**src/rtl/flex_down_counter.sv**
```systemverilog
// Loadable down-counter with optional auto-reload and a one-cycle expiry pulse.
// Two-state control (IDLE/RUN); count_out and expire_flag are registered.
module flex_down_counter #(
    parameter int unsigned NUM_CNT_BITS = 4
) (
    input  logic                    clk,
    input  logic                    rst,
    input  logic                    clear,
    input  logic                    load,
    input  logic [NUM_CNT_BITS-1:0] load_val,
    input  logic                    count_enable,
    input  logic                    auto_reload,
    output logic [NUM_CNT_BITS-1:0] count_out,
    output logic                    expire_flag,
    output logic                    busy
);

    localparam logic [NUM_CNT_BITS-1:0] CNT_ZERO = NUM_CNT_BITS'(0);
    localparam logic [NUM_CNT_BITS-1:0] CNT_ONE  = NUM_CNT_BITS'(1);

    typedef enum logic {
        IDLE = 1'b0,
        RUN  = 1'b1
    } state_t;

    state_t                  state_q, state_d;
    logic [NUM_CNT_BITS-1:0] count_q, count_d;
    logic [NUM_CNT_BITS-1:0] period_q, period_d;
    logic                    expire_q, expire_d;

    // State and datapath registers
    always_ff @(posedge clk) begin
        if (rst) begin
            state_q  <= IDLE;
            count_q  <= CNT_ZERO;
            period_q <= CNT_ZERO;
            expire_q <= 1'b0;
        end else begin
            state_q  <= state_d;
            count_q  <= count_d;
            period_q <= period_d;
            expire_q <= expire_d;
        end
    end

    // Next-state logic: clear beats load, load beats count_enable
    always_comb begin
        state_d  = state_q;
        count_d  = count_q;
        period_d = period_q;
        expire_d = 1'b0;

        if (clear) begin
            state_d = IDLE;
            count_d = CNT_ZERO;
        end else if (load) begin
            period_d = load_val;
            if (load_val != CNT_ZERO) begin
                state_d = RUN;
                count_d = load_val;
            end else begin
                // A zero-length countdown expires immediately
                state_d  = IDLE;
                count_d  = CNT_ZERO;
                expire_d = 1'b1;
            end
        end else begin
            case (state_q)
                RUN: begin
                    if (count_enable) begin
                        if (count_q == CNT_ONE) begin
                            expire_d = 1'b1;
                            if (auto_reload) begin
                                count_d = period_q;
                            end else begin
                                state_d = IDLE;
                                count_d = CNT_ZERO;
                            end
                        end else begin
                            count_d = count_q - CNT_ONE;
                        end
                    end
                end
                default: begin
                    state_d = IDLE;
                    count_d = CNT_ZERO;
                end
            endcase
        end
    end

    // Output decode straight from registers
    always_comb begin
        count_out   = count_q;
        expire_flag = expire_q;
        busy        = (state_q == RUN);
    end

endmodule

```
**config.mk**
```make
export PLATFORM = sky130hd
export DESIGN_NAME = flex_down_counter
export DESIGN_NICKNAME = d
export VERILOG_FILES = /design/src/rtl/flex_down_counter.sv
export SDC_FILE = /design/constraint.sdc
export NUM_CORES = 1
export LEC_CHECK = 0
export ABC_AREA = 1
export BUFFER_PORTS_ARGS = -buffer_cell sky130_fd_sc_hd__buf_2
export CORE_MARGIN = 10
export CORE_UTILIZATION = 35
export DETAILED_ROUTE_END_ITERATION = 8
export GPL_ROUTABILITY_DRIVEN = 0
export PLACE_DENSITY_LB_ADDON = 0.3
export SYNTH_ARGS = -nofsm -noshare
export SYNTH_HDL_FRONTEND = slang
export SYNTH_SLANG_ARGS = --single-unit
```
**constraint.sdc**
```tcl
create_clock -name clk -period 1.49 [get_ports clk]
set_clock_uncertainty 0.1 [all_clocks]
set_input_delay 0.2235 -clock clk [delete_from_list [all_inputs] [get_ports clk]]
set_output_delay 0.2235 -clock clk [all_outputs]
set_load 0.03 [all_outputs]
```
* After elaboration in Yosys (flattened, before gate mapping) *
Cells that the tools add are included.

word-level totals
  flip-flop bits (word level) = 10
  memories kept = 0
  memory bits (read-only) = 0
  bits in latches = 0
  word-level logic and storage cells = 28
  bits in writable memories = 0
  output and inout bits = 6
  input port bits = 10

operators by class
  reduce and logical (&&, ||, !) cells = 3
  $lt $le $gt $ge = 0
  multipliers = 0
  add/sub/neg operators = 1
  bitwise gates (word level) = 1
  divide/modulo/power cells = 0
  equality and inequality tests = 2
  shifts and indexed selects = 0
  mux-type cells = 17

operators with widths
  operator                                           number
  two-way mux 4 bit                                  6
  two-way mux 1 bit                                  11
  == test 4 x 1 -> 1 bit (second input constant)     1
  nonzero test 4 bit                                 1
  subtractor 4 x 1 -> 4 bit (second input constant)  1
  inequality test 3 bit (second input constant)      1
  AND reduction 2 bit                                1
  OR reduction 2 bit                                 1
  NOT 1 bit                                          1

* Depth between registers and ports, before layout *
Gate-level depths: netlist of the first run.

  word-level depth = 5
  mapped depth = 7

* Worst setup path before layout of the first run *
OpenSTA, ideal clock, no wires.

  path kind = register to register
  from = reg count_q[0] (netlist: count_out[0])
  to = reg count_q[2] (netlist: count_out[2])
  data required time = 1.320 ns
  stages on the path, launching flop included = 8
  path slack = 0.051 ns
  setup time = 0.070 ns
  data arrival time = 1.269 ns
  period minus slack after synthesis = 1.439 ns
  buffers on the path = 0
  cells stage by stage = dfxtp_1 > inv_1 > ha_1 > nand2_1 > inv_1 > o21ai_0 > nand3_1 > a21oi_1

on the way
  longest elaborated chain between the ends = 5
  elaborated cells between the ends (all ways) = 6
  classes of those cells = add/sub: 1; eq/ne: 1; mux: 4

RTL lines
  what                                                                        line    source
  from (decl)                                                                 27      logic [NUM_CNT_BITS-1:0] count_q, count_d;
  from (signal assigned)                                                      40      count_q <= count_d;
  subtractor 4 x 1 -> 4 bit / == test 4 x 1 -> 1 bit (equally long branches)  80, 71
  two-way mux 4 bit *                                                         71      if (count_q == CNT_ONE) begin
  two-way mux 4 bit *                                                         70      if (count_enable) begin
  two-way mux 4 bit *                                                         68      case (state_q)
  two-way mux 4 bit *                                                         56      end else if (load) begin

Every way passes the cells marked *; elsewhere a longest branch is shown, timed or not. The select of a mux whose other input is x is not followed.
A chain may end at the register's enable or synchronous reset.

* Final worst setup path of the first run *
  from = reg count_q[1] (netlist: count_out[1])
  to = reg count_q[0] (netlist: count_out[0])

on the way
  longest elaborated chain between the ends = 5

RTL lines
  what                    line
  == test 4 x 1 -> 1 bit  71
  two-way mux 4 bit       71
  two-way mux 4 bit       70
  two-way mux 4 bit       68
  two-way mux 4 bit       56

Every way passes these cells. The select of a mux whose other input is x is not followed.

==> results.py, run 1 <==
metrics = {
    "power_and_ir_drop": {
        "netSwitchingPower_w": 0.000167,
        "combPwrFrac_pct": 16.2,
        "share_seq_of_total_power_pct": 45.8,
        "power_density_nw_per_um2": 901,
        "irDropWorstVdd_mv": 0.818,
        "leakagePower_nw": 0.335,
        "power.internal_w": 0.000466,
        "share_clk_of_total_power_pct": 38.0,
        "swShare_pct": 26.4,
    },
    "global_route": {
        "largest_net_degree_at_the_start_of_global_routing": 8,
        "grt_usage_pct": 7.84,
        "vias_in_the_first_global_route": 529,
        "overflow_left_after_global_routing": 0,
        "grt_pass1_wl_mm": 2.24,
        "antenna_found_initial": 0,
    },
    "hold_path": {
        "min-delay-path-class": "in -> reg",
        "hold-path-endpoint": "period_q[2]$_SDFFE_PP0P_",
        "min-delay-start": "rst",
        "timing.hold.worst_path_depth": 2,
    },
    "layout": {
        "syn_to_final_growth_pct": 23.2,
        "post_route_cells_drive_above_1_share_pct": 28.8,
        "finish.utilization_pct": 46.1,
        "final_net_count": 117,
        "antenna-diode-count": 0,
    },
    "floorplanning": {
        "die_y_um": 60.4,
        "top_level_ports": 16,
        "initial_utilization_pct": 37.4,
        "rows": 14,
        "core_region_area_um2": 1520,
        "die_w_um": 60.4,
        "dieArea_um2": 3650,
    },
    "yosys": {
        "post_synthesis_instance_total": 85,
        "synth-compound-area-share_pct": 18.0,
        "synth.ff_latch_count": 10,
        "synth_nets": 97,
        "main_combinational_cell_family_by_area_after_synthesis": "simple AND/OR/NAND/NOR gates",
        "yosysSeqAreaShare_pct": 35.1,
        "share_of_synthesized_area_spent_on_multiplexers_pct": 0,
        "post_synth.cell_area_avg_um2": 6.71,
        "synth.distinct_cells": 19,
        "synth_xor_xnor_area_share_pct": 0,
        "post_synth_fa_ha_maj_area_fraction_pct": 4.39,
        "yosys_warnings": 0,
        "synth-simple-area-share_pct": 32.9,
        "synth_area_um2": 571,
    },
    "routing": {
        "drt_pass1_iterations": 4,
        "remaining_drc_errors": 0,
        "wl_mm": 1.36,
        "drt-initial-drc-count": 15,
        "residual_antenna_violating_net_count_after_detailed_routing": 0,
        "route.vias.total": 567,
        "viasPerCell": 4.73,
        "avgRoutedWirePerCell_um": 11.3,
    },
    "clock_tree": {
        "htreeDepth": 1,
        "postCtsResizedCells": 0,
        "cts_made_buffers": 3,
        "cts.clk_slew.worst_paths_ps": 70,
        "clk-insertion-delay-late_ps": 270,
        "cts_root_buffer": "sky130_fd_sc_hd__clkbuf_4",
        "post-cts-setup-buffer-count": 0,
        "cts_max_path_buffers": 2,
        "cts_num_sinks": 10,
        "tritoncts": "built",
        "post_cts_hold_buffer_count": 0,
    },
    "sta": {
        "layout_worst_path_cycle_share_pct": 85.4,
        "rsz0062_at_grt": "false",
        "setup-violations-final": 0,
        "fin_crit_ps": 1270,
        "timing_worst_slew_pin_value_ps": 381,
        "totalNegativeSetupSlack_ps": 0,
        "hold_violations": 0,
        "maxSlewViolCount": 0,
        "maxSlewHeadroom_pct": 74.5,
        "achievable-frequency_mhz": 786,
    },
    "worst_setup_path": {
        "setup.worst_path.start_class": "register",
        "reg2reg_depth": 7,
        "cp.required_ps": 1580,
        "worstReg2RegStart": "count_out[1]$_SDFFE_PP0P_",
        "rrSetupSlack_ps": 220,
        "rr_endpoint": "count_out[0]$_SDFFE_PP0P_",
        "cp.arrival_ps": 1360,
        "worstSetupEndpointType": "register",
        "worst-path-max-fanout": 6,
        "path_class": "reg -> reg",
    },
    "outcome": {
        "status": "completed",
    },
    "job": {
        "cap_viol_max_count": 0,
    },
    "placed_design": {
        "dp_hpwl_mm": 1.13,
        "buffer_ports.inserted": 15,
    },
}
-- cells by family after synthesis --
kind of cell | Yosys count
AOI/OAI and AO/OA | 19
adders and majority gates | 2
buffers and inverters | 13
DFF | 10
and+or+nand+nor | 41
-- Yosys cell counts --
library cell	number	share of area [%]
sky130_fd_sc_hd__dfxtp_1	10	35
sky130_fd_sc_hd__nor2_2	1	1.1
sky130_fd_sc_hd__o21ai_1	4	3.5
sky130_fd_sc_hd__a21oi_1	11	9.6
sky130_fd_sc_hd__a211oi_1	2	2.6
sky130_fd_sc_hd__nand2_1	21	14
sky130_fd_sc_hd__clkinv_2	1	0.88
sky130_fd_sc_hd__nand3_1	7	6.1
sky130_fd_sc_hd__ha_1	2	4.4
sky130_fd_sc_hd__nor2_1	7	4.6
sky130_fd_sc_hd__nand4_1	1	1.1
sky130_fd_sc_hd__inv_1	8	5.3
sky130_fd_sc_hd__o21ai_0	1	0.88
sky130_fd_sc_hd__nand2_4	1	2.0
sky130_fd_sc_hd__inv_2	3	2.0
sky130_fd_sc_hd__clkinv_4	1	1.5
sky130_fd_sc_hd__a21boi_1	1	1.3
sky130_fd_sc_hd__nand2_2	2	2.2
sky130_fd_sc_hd__nor2_4	1	2.0
-- worst max-delay path, cell delays in order, from the launching register on --
cell and delay (ps):
sky130_fd_sc_hd__dfxtp_1 370, sky130_fd_sc_hd__inv_1 80, sky130_fd_sc_hd__ha_1 200, sky130_fd_sc_hd__nand2_2 130, sky130_fd_sc_hd__inv_2 60, sky130_fd_sc_hd__nand2_1 60, sky130_fd_sc_hd__nand3_1 70, sky130_fd_sc_hd__a21oi_1 120
-- metrics by stage --
stage	std cells	instance area, um^2	setup WS, ps	total power [W]	hold WS, ps
6_report	120	703	218	0.000633	77.9
5_1_grt	120	703	82.0	0.000667	95.6
4_1_cts	120	702	175	0.000639	77.1
3_5_place_dp	116	666	195	0.000399	359
3_3_place_gp	116	666	163	0.000399	355
2_1_floorplan	85	571	51.4	0.000360	193
-- cell usage in the layout (no fill, tap or decap) --
master                     instances
sky130_fd_sc_hd__a211oi_1          2
sky130_fd_sc_hd__a21boi_1          1
sky130_fd_sc_hd__a21oi_1          11
sky130_fd_sc_hd__buf_2            15
sky130_fd_sc_hd__clkbuf_4          3
sky130_fd_sc_hd__clkbuf_8          1
sky130_fd_sc_hd__clkinv_2          1
sky130_fd_sc_hd__clkinv_4          1
sky130_fd_sc_hd__dfxtp_1           9
sky130_fd_sc_hd__dfxtp_2           1
sky130_fd_sc_hd__ha_1              2
sky130_fd_sc_hd__inv_1             8
sky130_fd_sc_hd__inv_2             3
sky130_fd_sc_hd__nand2_1          21
sky130_fd_sc_hd__nand2_2           2
sky130_fd_sc_hd__nand2_4           1
sky130_fd_sc_hd__nand3_1           7
sky130_fd_sc_hd__nand4_1           1
sky130_fd_sc_hd__nor2_1            7
sky130_fd_sc_hd__nor2_2            1
sky130_fd_sc_hd__nor2_4            1
sky130_fd_sc_hd__o21ai_0           1
sky130_fd_sc_hd__o21ai_1           4
-- layer usage --
layer	global-route usage, %	up-vias	part of all wire, %
li1	-	314	-
met1	8.66	238	44
met2	12.8	13	47
met3	5.01	2	8.7
met4	0.962	0	0.66
met5	0	-	0
-- area by class of cell --
| class | count | area, um^2 |
|---|---|---|
| fill | 162 | 821 |
| sequential | 10 | 201 |
| clock buffer | 4 | 36.3 |
| inverter | 13 | 55.1 |
| tap | 16 | 20.0 |
| multi-input combinational | 62 | 315 |
| timing repair buffer | 15 | 75.1 |
-- power by group through the flow --
stage	registers (W)	logic, W	clock network, W
after global placement	0.000295	0.000104	0
after CTS	0.000290	0.000103	0.000246
after floorplan	0.000305	0.0000551	0
final	0.000290	0.000102	0.000241
after global routing	0.000291	0.000117	0.000258
after detailed placement	0.000296	0.000103	0
-- sequential cells by signal (all words and copies together) (netlist names) --
signal       count
expire_flag      1
busy             1
count_out        4
period_q         4
-- worst max-delay path by stage --
stage                              start                   endpoint  cells past startpoint
6_report       count_out[1]$_SDFFE_PP0P_  count_out[0]$_SDFFE_PP0P_                      7
5_1_grt        count_out[0]$_SDFFE_PP0P_  count_out[2]$_SDFFE_PP0P_                      7
4_1_cts        count_out[0]$_SDFFE_PP0P_  count_out[2]$_SDFFE_PP0P_                      7
3_5_place_dp   count_out[0]$_SDFFE_PP0P_  count_out[2]$_SDFFE_PP0P_                      7
3_3_place_gp   count_out[0]$_SDFFE_PP0P_  count_out[2]$_SDFFE_PP0P_                      7
2_1_floorplan  count_out[0]$_SDFFE_PP0P_  count_out[2]$_SDFFE_PP0P_                      7
No activity file was read; power rests on OpenSTA's default activity.
==> inputs of run 2 (changes only) <==
Settings changed: CORE_MARGIN 10 to default.
Clock period 1.49 ns to 1.25 ns, I/O delays scaled along.
==> run 2 against run 1 <==
Critical path depth decreased by 5. Critical path type is now reg -> out. Routed wire length increased by 2.2%. Utilization increased by 4.2 points. Worst hold slack got worse by 36 ps. Combinational power increased by 34%.
==> results.py, run 2 (synthesis gave the netlist of run 1 again) <==
metrics = {
    "routing": {
        "residual_antenna_violating_net_count_after_detailed_routing": 0,
        "viasPerCell": 4.96,
        "avgRoutedWirePerCell_um": 11.4,
        "route.vias.total": 605,
        "wl_mm": 1.39,
        "remaining_drc_errors": 0,
        "drt-initial-drc-count": 15,
        "drt_pass1_iterations": 5,
    },
    "layout": {
        "most_frequent_standard_cell_in_the_layout_excluding_fill_and_tap_cells": "sky130_fd_sc_hd__nand2_1",
        "syn_to_final_growth_pct": 32.9,
        "layoutNonFillerInstCount": 122,
        "final_cell_mix": "21 x sky130_fd_sc_hd__nand2_1, 15 x sky130_fd_sc_hd__buf_2, 11 x sky130_fd_sc_hd__a21oi_1",
        "final_net_count": 119,
        "antenna-diode-count": 0,
        "post_route_cells_drive_above_1_share_pct": 35.8,
    },
    "floorplanning": {
        "initial_utilization_pct": 37.9,
        "die_w_um": 42.4,
        "rows": 14,
        "core_region_area_um2": 1510,
        "die_y_um": 42.4,
        "dieArea_um2": 1800,
        "top_level_ports": 16,
    },
    "global_route": {
        "overflow_left_after_global_routing": 0,
        "largest_net_degree_at_the_start_of_global_routing": 8,
        "antenna_found_initial": 0,
        "vias_in_the_first_global_route": 581,
        "grt_usage_pct": 16.8,
        "grt_pass1_wl_mm": 2.35,
    },
    "clock_tree": {
        "htreeDepth": 1,
        "cts_root_buffer": "sky130_fd_sc_hd__clkbuf_4",
        "cts_made_buffers": 3,
        "cts.clk_slew.worst_paths_ps": 70,
        "cts_max_path_buffers": 2,
        "tritoncts": "built",
        "clk-insertion-delay-late_ps": 260,
        "cts_num_sinks": 10,
    },
    "worst_setup_path": {
        "setup.worst_path.start_class": "register",
        "crit_path_cell_trace": "buf_4, buf_2",
        "critPathTopFamily": "flip-flops",
        "rrSetupSlack_ps": 70,
        "cp.arrival_ps": 900,
        "timing.critical_path.buf_inv": 2,
        "critical_path.slowest_cell": "sky130_fd_sc_hd__dfxtp_4",
        "worstSetupEndpointType": "output pin",
        "critical_path.max_stage_delay_ps": 340,
        "worst-path-max-fanout": 3,
        "path_class": "reg -> out",
        "cp.required_ps": 960,
    },
    "job": {
        "cap_viol_max_count": 0,
    },
    "placed_design": {
        "dp_hpwl_mm": 1.07,
        "buffer_ports.inserted": 15,
        "numPlacedInstances": 117,
    },
    "power_and_ir_drop": {
        "leakagePower_nw": 0.354,
        "power_density_nw_per_um2": 1020,
        "irDropWorstVdd_mv": 0.525,
    },
    "outcome": {
        "status": "completed",
    },
    "sta": {
        "finalHoldWorstSlack_ps": 42.2,
        "achievable-frequency_mhz": 842,
        "rsz0062_at_grt": "true",
        "timing_worst_slew_pin_value_ps": 418,
        "maxSlewHeadroom_pct": 72.0,
        "layout_worst_path_cycle_share_pct": 95.1,
        "totalNegativeSetupSlack_ps": 0,
        "hold_violations": 0,
        "fin_crit_ps": 1190,
        "maxSlewViolCount": 0,
        "setup-violations-final": 0,
    },
    "hold_path": {
        "min-delay-path-class": "in -> reg",
    },
}
-- run 2: area by class of cell --
cell class	count	area [um^2]
fill	154	748
tap	16	20.0
multi-input combinational	62	345
clock buffer	4	36.3
timing repair buffer	17	90.1
sequential	10	209
inverter	13	57.6
-- run 2: timing repair --
| item | in CTS | in global routing |
|---|---|---|
| setup buffers | 1 | 0 |
| hold buffers | 0 | 0 |
| resized for setup | 2 | 8 |
| endpoints found under the setup margin | 1 | 7 |
| pin swaps | 1 | 3 |
-- run 2: metrics by stage --
stage          power (W)  area [um^2]  utilization (%)  worst slack [ps]
3_3_place_gp    0.000473          681             45.2             -1.25
6_report        0.000776          758             50.3              61.7
3_5_place_dp    0.000475          681             45.2             -2.46
2_1_floorplan   0.000427          578                -              11.7
4_1_cts         0.000774          727             48.3              9.60
5_1_grt         0.000822          758             50.3             -9.28
-- run 2: final timing paths --
| path | startpoint | endpoint | cells after the start |
|---|---|---|---|
| min reg2reg | period_q[3]$_SDFFE_PP0P_ | period_q[3]$_SDFFE_PP0P_ | 2 |
| max reg2reg | count_out[0]$_SDFFE_PP0P_ | count_out[2]$_SDFFE_PP0P_ | 7 |
| max | count_out[1]$_SDFFE_PP0P_ | count_out[1] | 2 |
| min | rst | period_q[2]$_SDFFE_PP0P_ | 2 |
-- run 2: where the power goes --
group          total [W]  leakage, nW  internal (W)  switching (W)
sequential      0.000343       0.0837      0.000330      0.0000132
combinational   0.000137        0.249     0.0000527      0.0000847
clock           0.000295       0.0210      0.000177       0.000119
-- run 2: worst register-to-register path: stages (launching register included) --
cell	delay, ps
sky130_fd_sc_hd__dfxtp_4	390
sky130_fd_sc_hd__inv_4	50
sky130_fd_sc_hd__ha_4	150
sky130_fd_sc_hd__nand2_1	50
sky130_fd_sc_hd__inv_1	30
sky130_fd_sc_hd__o21ai_1	100
sky130_fd_sc_hd__nand3_1	90
sky130_fd_sc_hd__a21oi_1	140
-- run 2: metal layers --
| layer | GRT usage, % | routed length [um] | up-vias |
|---|---|---|---|
| met3 | 3.02 | 84 | 10 |
| met4 | 3.75 | 31 | 0 |
| li1 | - | - | 316 |
| met2 | 28.9 | 645 | 25 |
| met5 | 0 | 0 | - |
| met1 | 21.7 | 626 | 254 |
==> inputs of run 3 (changes only) <==
Settings changed: ABC_AREA 1 to default, GPL_ROUTABILITY_DRIVEN 0 to 1.
==> run 3 against run 2 <==
The run now ends with negative setup slack left. Sequential power about the same. Combinational power down 5%. Register-to-register slack worse by 270 ps. Cell area down 1.2%. Critical path type is now reg -> reg. Largest power group unchanged. Highest routed layer unchanged.
==> results.py, run 3 <==
metrics = {
    "clock_tree": {
        "cts_max_path_buffers": 2,
        "cts.clk_slew.worst_paths_ps": 70,
        "post-cts-setup-buffer-count": 0,
        "cts_num_sinks": 10,
        "post_cts_hold_buffer_count": 0,
        "cts_root_buffer": "sky130_fd_sc_hd__clkbuf_4",
        "tritoncts": "built",
        "clk-insertion-delay-late_ps": 260,
        "htreeDepth": 1,
        "cts_made_buffers": 3,
    },
    "sta": {
        "achievable-frequency_mhz": 692,
        "fin_crit_ps": 1450,
        "timing_worst_slew_pin_value_ps": 346,
        "rsz0062_at_grt": "true",
        "smallest_setup_slack_after_layout_ps": -196,
        "maxSlewHeadroom_pct": 76.9,
        "setup-violations-final": 5,
        "layout_worst_path_cycle_share_pct": 116,
        "maxSlewViolCount": 0,
        "finalHoldWorstSlack_ps": 40.4,
        "totalNegativeSetupSlack_ps": -558,
        "hold_violations": 0,
    },
    "layout": {
        "final_net_count": 105,
        "fillCellCount": 132,
        "finish.utilization_pct": 54.2,
        "area_of_the_multi_input_gates_um2": 348,
        "finish.instance_area_um2": 749,
        "most_frequent_standard_cell_in_the_layout_excluding_fill_and_tap_cells": "sky130_fd_sc_hd__buf_2",
        "register_area_um2": 210,
        "antenna-diode-count": 0,
        "final_cell_mix": "13 x sky130_fd_sc_hd__buf_2, 9 x sky130_fd_sc_hd__buf_4, 8 x sky130_fd_sc_hd__nor2_1, 8 x sky130_fd_sc_hd__a21oi_1, 6 x sky130_fd_sc_hd__dfxtp_1",
        "syn_to_final_growth_pct": 35.5,
        "post_route_cells_drive_above_1_share_pct": 39.1,
    },
    "yosys": {
        "synth.ff_latch_count": 10,
        "post_synthesis_instance_total": 68,
        "synth_area_um2": 553,
        "synthFlopType": "sky130_fd_sc_hd__dfxtp_1",
        "yosysSeqAreaShare_pct": 36.2,
        "async_flop_share_pct": 0,
        "cell_with_the_most_instances_after_synthesis": "sky130_fd_sc_hd__dfxtp_1",
        "yosys_warnings": 0,
        "yosysTopAreaCellShare_pct": 36.2,
        "synth_top_area_cell": "sky130_fd_sc_hd__dfxtp_1",
        "top_cells_by_instance_count_after_synthesis": "10 x sky130_fd_sc_hd__dfxtp_1, 9 x sky130_fd_sc_hd__a21oi_1, 8 x sky130_fd_sc_hd__nor2_1",
        "synthTopCellsByArea": "sky130_fd_sc_hd__dfxtp_1 36%, sky130_fd_sc_hd__a21oi_1 8.1%, sky130_fd_sc_hd__mux2i_1 7.2%",
        "post_synth.cell_area_avg_um2": 8.13,
        "synth-edff-count": 0,
        "synth_nets": 80,
        "synth.distinct_cells": 24,
    },
    "worst_setup_path": {
        "worst-path-max-fanout": 8,
        "worstSetupEndpointType": "register",
        "setup.worst_path.start_class": "register",
        "worstReg2RegStart": "count_out[1]$_SDFFE_PP0P_",
        "critical_path.endpoint": "busy$_SDFF_PP0_",
        "cp.required_ps": 1310,
        "path_class": "reg -> reg",
        "reg2reg_depth": 6,
        "critical_path.startpoint": "count_out[1]$_SDFFE_PP0P_",
        "rrSetupSlack_ps": -200,
        "cp.arrival_ps": 1500,
        "rr_endpoint": "busy$_SDFF_PP0_",
    },
    "hold_path": {
        "min-delay-path-class": "in -> reg",
        "timing.hold.worst_path_depth": 2,
    },
    "placed_design": {
        "globalplace.congestion": 0.806,
        "dp_hpwl_um": 978,
        "placed_cell_area_um2": 701,
        "dp_slack_ps": -126,
        "buffer_ports.inserted": 15,
    },
    "floorplanning": {
        "dieArea_um2": 1740,
        "rows": 13,
        "die_y_um": 41.8,
        "die_w_um": 41.8,
        "initial_utilization_pct": 40.0,
        "top_level_ports": 16,
        "core_region_area_um2": 1380,
    },
    "power_and_ir_drop": {
        "power_density_nw_per_um2": 923,
        "leakagePower_nw": 0.308,
        "irDropWorstVdd_mv": 0.491,
    },
    "global_route": {
        "antenna_found_initial": 0,
        "vias_in_the_first_global_route": 526,
        "grt_usage_pct": 15.7,
        "overflow_left_after_global_routing": 0,
        "largest_net_degree_at_the_start_of_global_routing": 10,
        "grt_pass1_wl_mm": 2.17,
    },
    "routing": {
        "drt_pass1_iterations": 4,
        "residual_antenna_violating_net_count_after_detailed_routing": 0,
        "drt-initial-drc-count": 17,
        "viasPerCell": 5.36,
        "route.vias.total": 573,
        "wl_mm": 1.26,
        "avgRoutedWirePerCell_um": 11.8,
        "remaining_drc_errors": 0,
    },
    "outcome": {
        "violations": "negative setup slack",
        "status": "finished, violations left",
    },
    "job": {
        "cap_viol_max_count": 0,
    },
}
run 3: report_power, final:
part / switching, W / leakage [nW] / internal (W)
logic: 0.0000708 / 0.209 / 0.0000595
registers: 0.0000125 / 0.0840 / 0.000330
clock network: 0.000104 / 0.0154 / 0.000115
total: 0.000187 / 0.308 / 0.000504
run 3: area by class of cell:
cell class | count | area share, %
sequential | 10 | 28.0
multi-input combinational | 53 | 46.4
timing repair buffer | 22 | 17.7
clock buffer | 3 | 3.01
clock inverter | 1 | 0.501
tap | 15 | 2.50
inverter | 3 | 1.84
run 3: cells by family (layout without fill, tap and decap cells):
group           Yosys count  count (layout)  share of synthesized area [%]
buf+inv                   5              29                           4.98
compound gates           19              19                           18.6
fa+ha+maj                 2               2                           4.52
flops                    10              10                           36.2
mux                       4               4                           7.24
simple gates             28              28                           28.5
run 3: repair_timing:
| item | CTS | global route |
|---|---|---|
| pin swaps | 6 | 2 |
| resized for setup | 6 | 3 |
| endpoints found under the setup margin | 8 | 8 |
run 3: critical path, stage by stage, from the launching register on:
cell                       delay, ps
sky130_fd_sc_hd__dfxtp_4         350
sky130_fd_sc_hd__inv_4            60
sky130_fd_sc_hd__ha_4            120
sky130_fd_sc_hd__nor3b_4         310
sky130_fd_sc_hd__nand3b_1        170
sky130_fd_sc_hd__a21oi_2         180
sky130_fd_sc_hd__nor2_1           50
run 3: worst min path at each step:
stage / from / endpoint / slack, ps
global placement: rst / period_q[1]$_SDFFE_PP0P_ / 310
floorplan: rst / period_q[0]$_SDFFE_PP0P_ / 160
global route: rst / period_q[0]$_SDFFE_PP0P_ / 40
detailed placement: rst / period_q[3]$_SDFFE_PP0P_ / 320
CTS: rst / period_q[0]$_SDFFE_PP0P_ / 40
finish: rst / period_q[0]$_SDFFE_PP0P_ / 40
run 3: stage by stage:
| step | total power [W] | std cells |
|---|---|---|
| 2_1_floorplan | 0.000422 | 68 |
| 3_3_place_gp | 0.000470 | 103 |
| 3_5_place_dp | 0.000472 | 103 |
| 4_1_cts | 0.000699 | 107 |
| 5_1_grt | 0.000737 | 107 |
| 6_report | 0.000691 | 107 |
run 3: layer usage:
layer / track usage (%) / share of wire [%] / vias up
li1: - / - / 296
met1: 20.7 / 47 / 260
met2: 24.7 / 46 / 13
met3: 3.91 / 3.4 / 4
met4: 5.81 / 2.6 / 0
met5: 0 / 0 / -
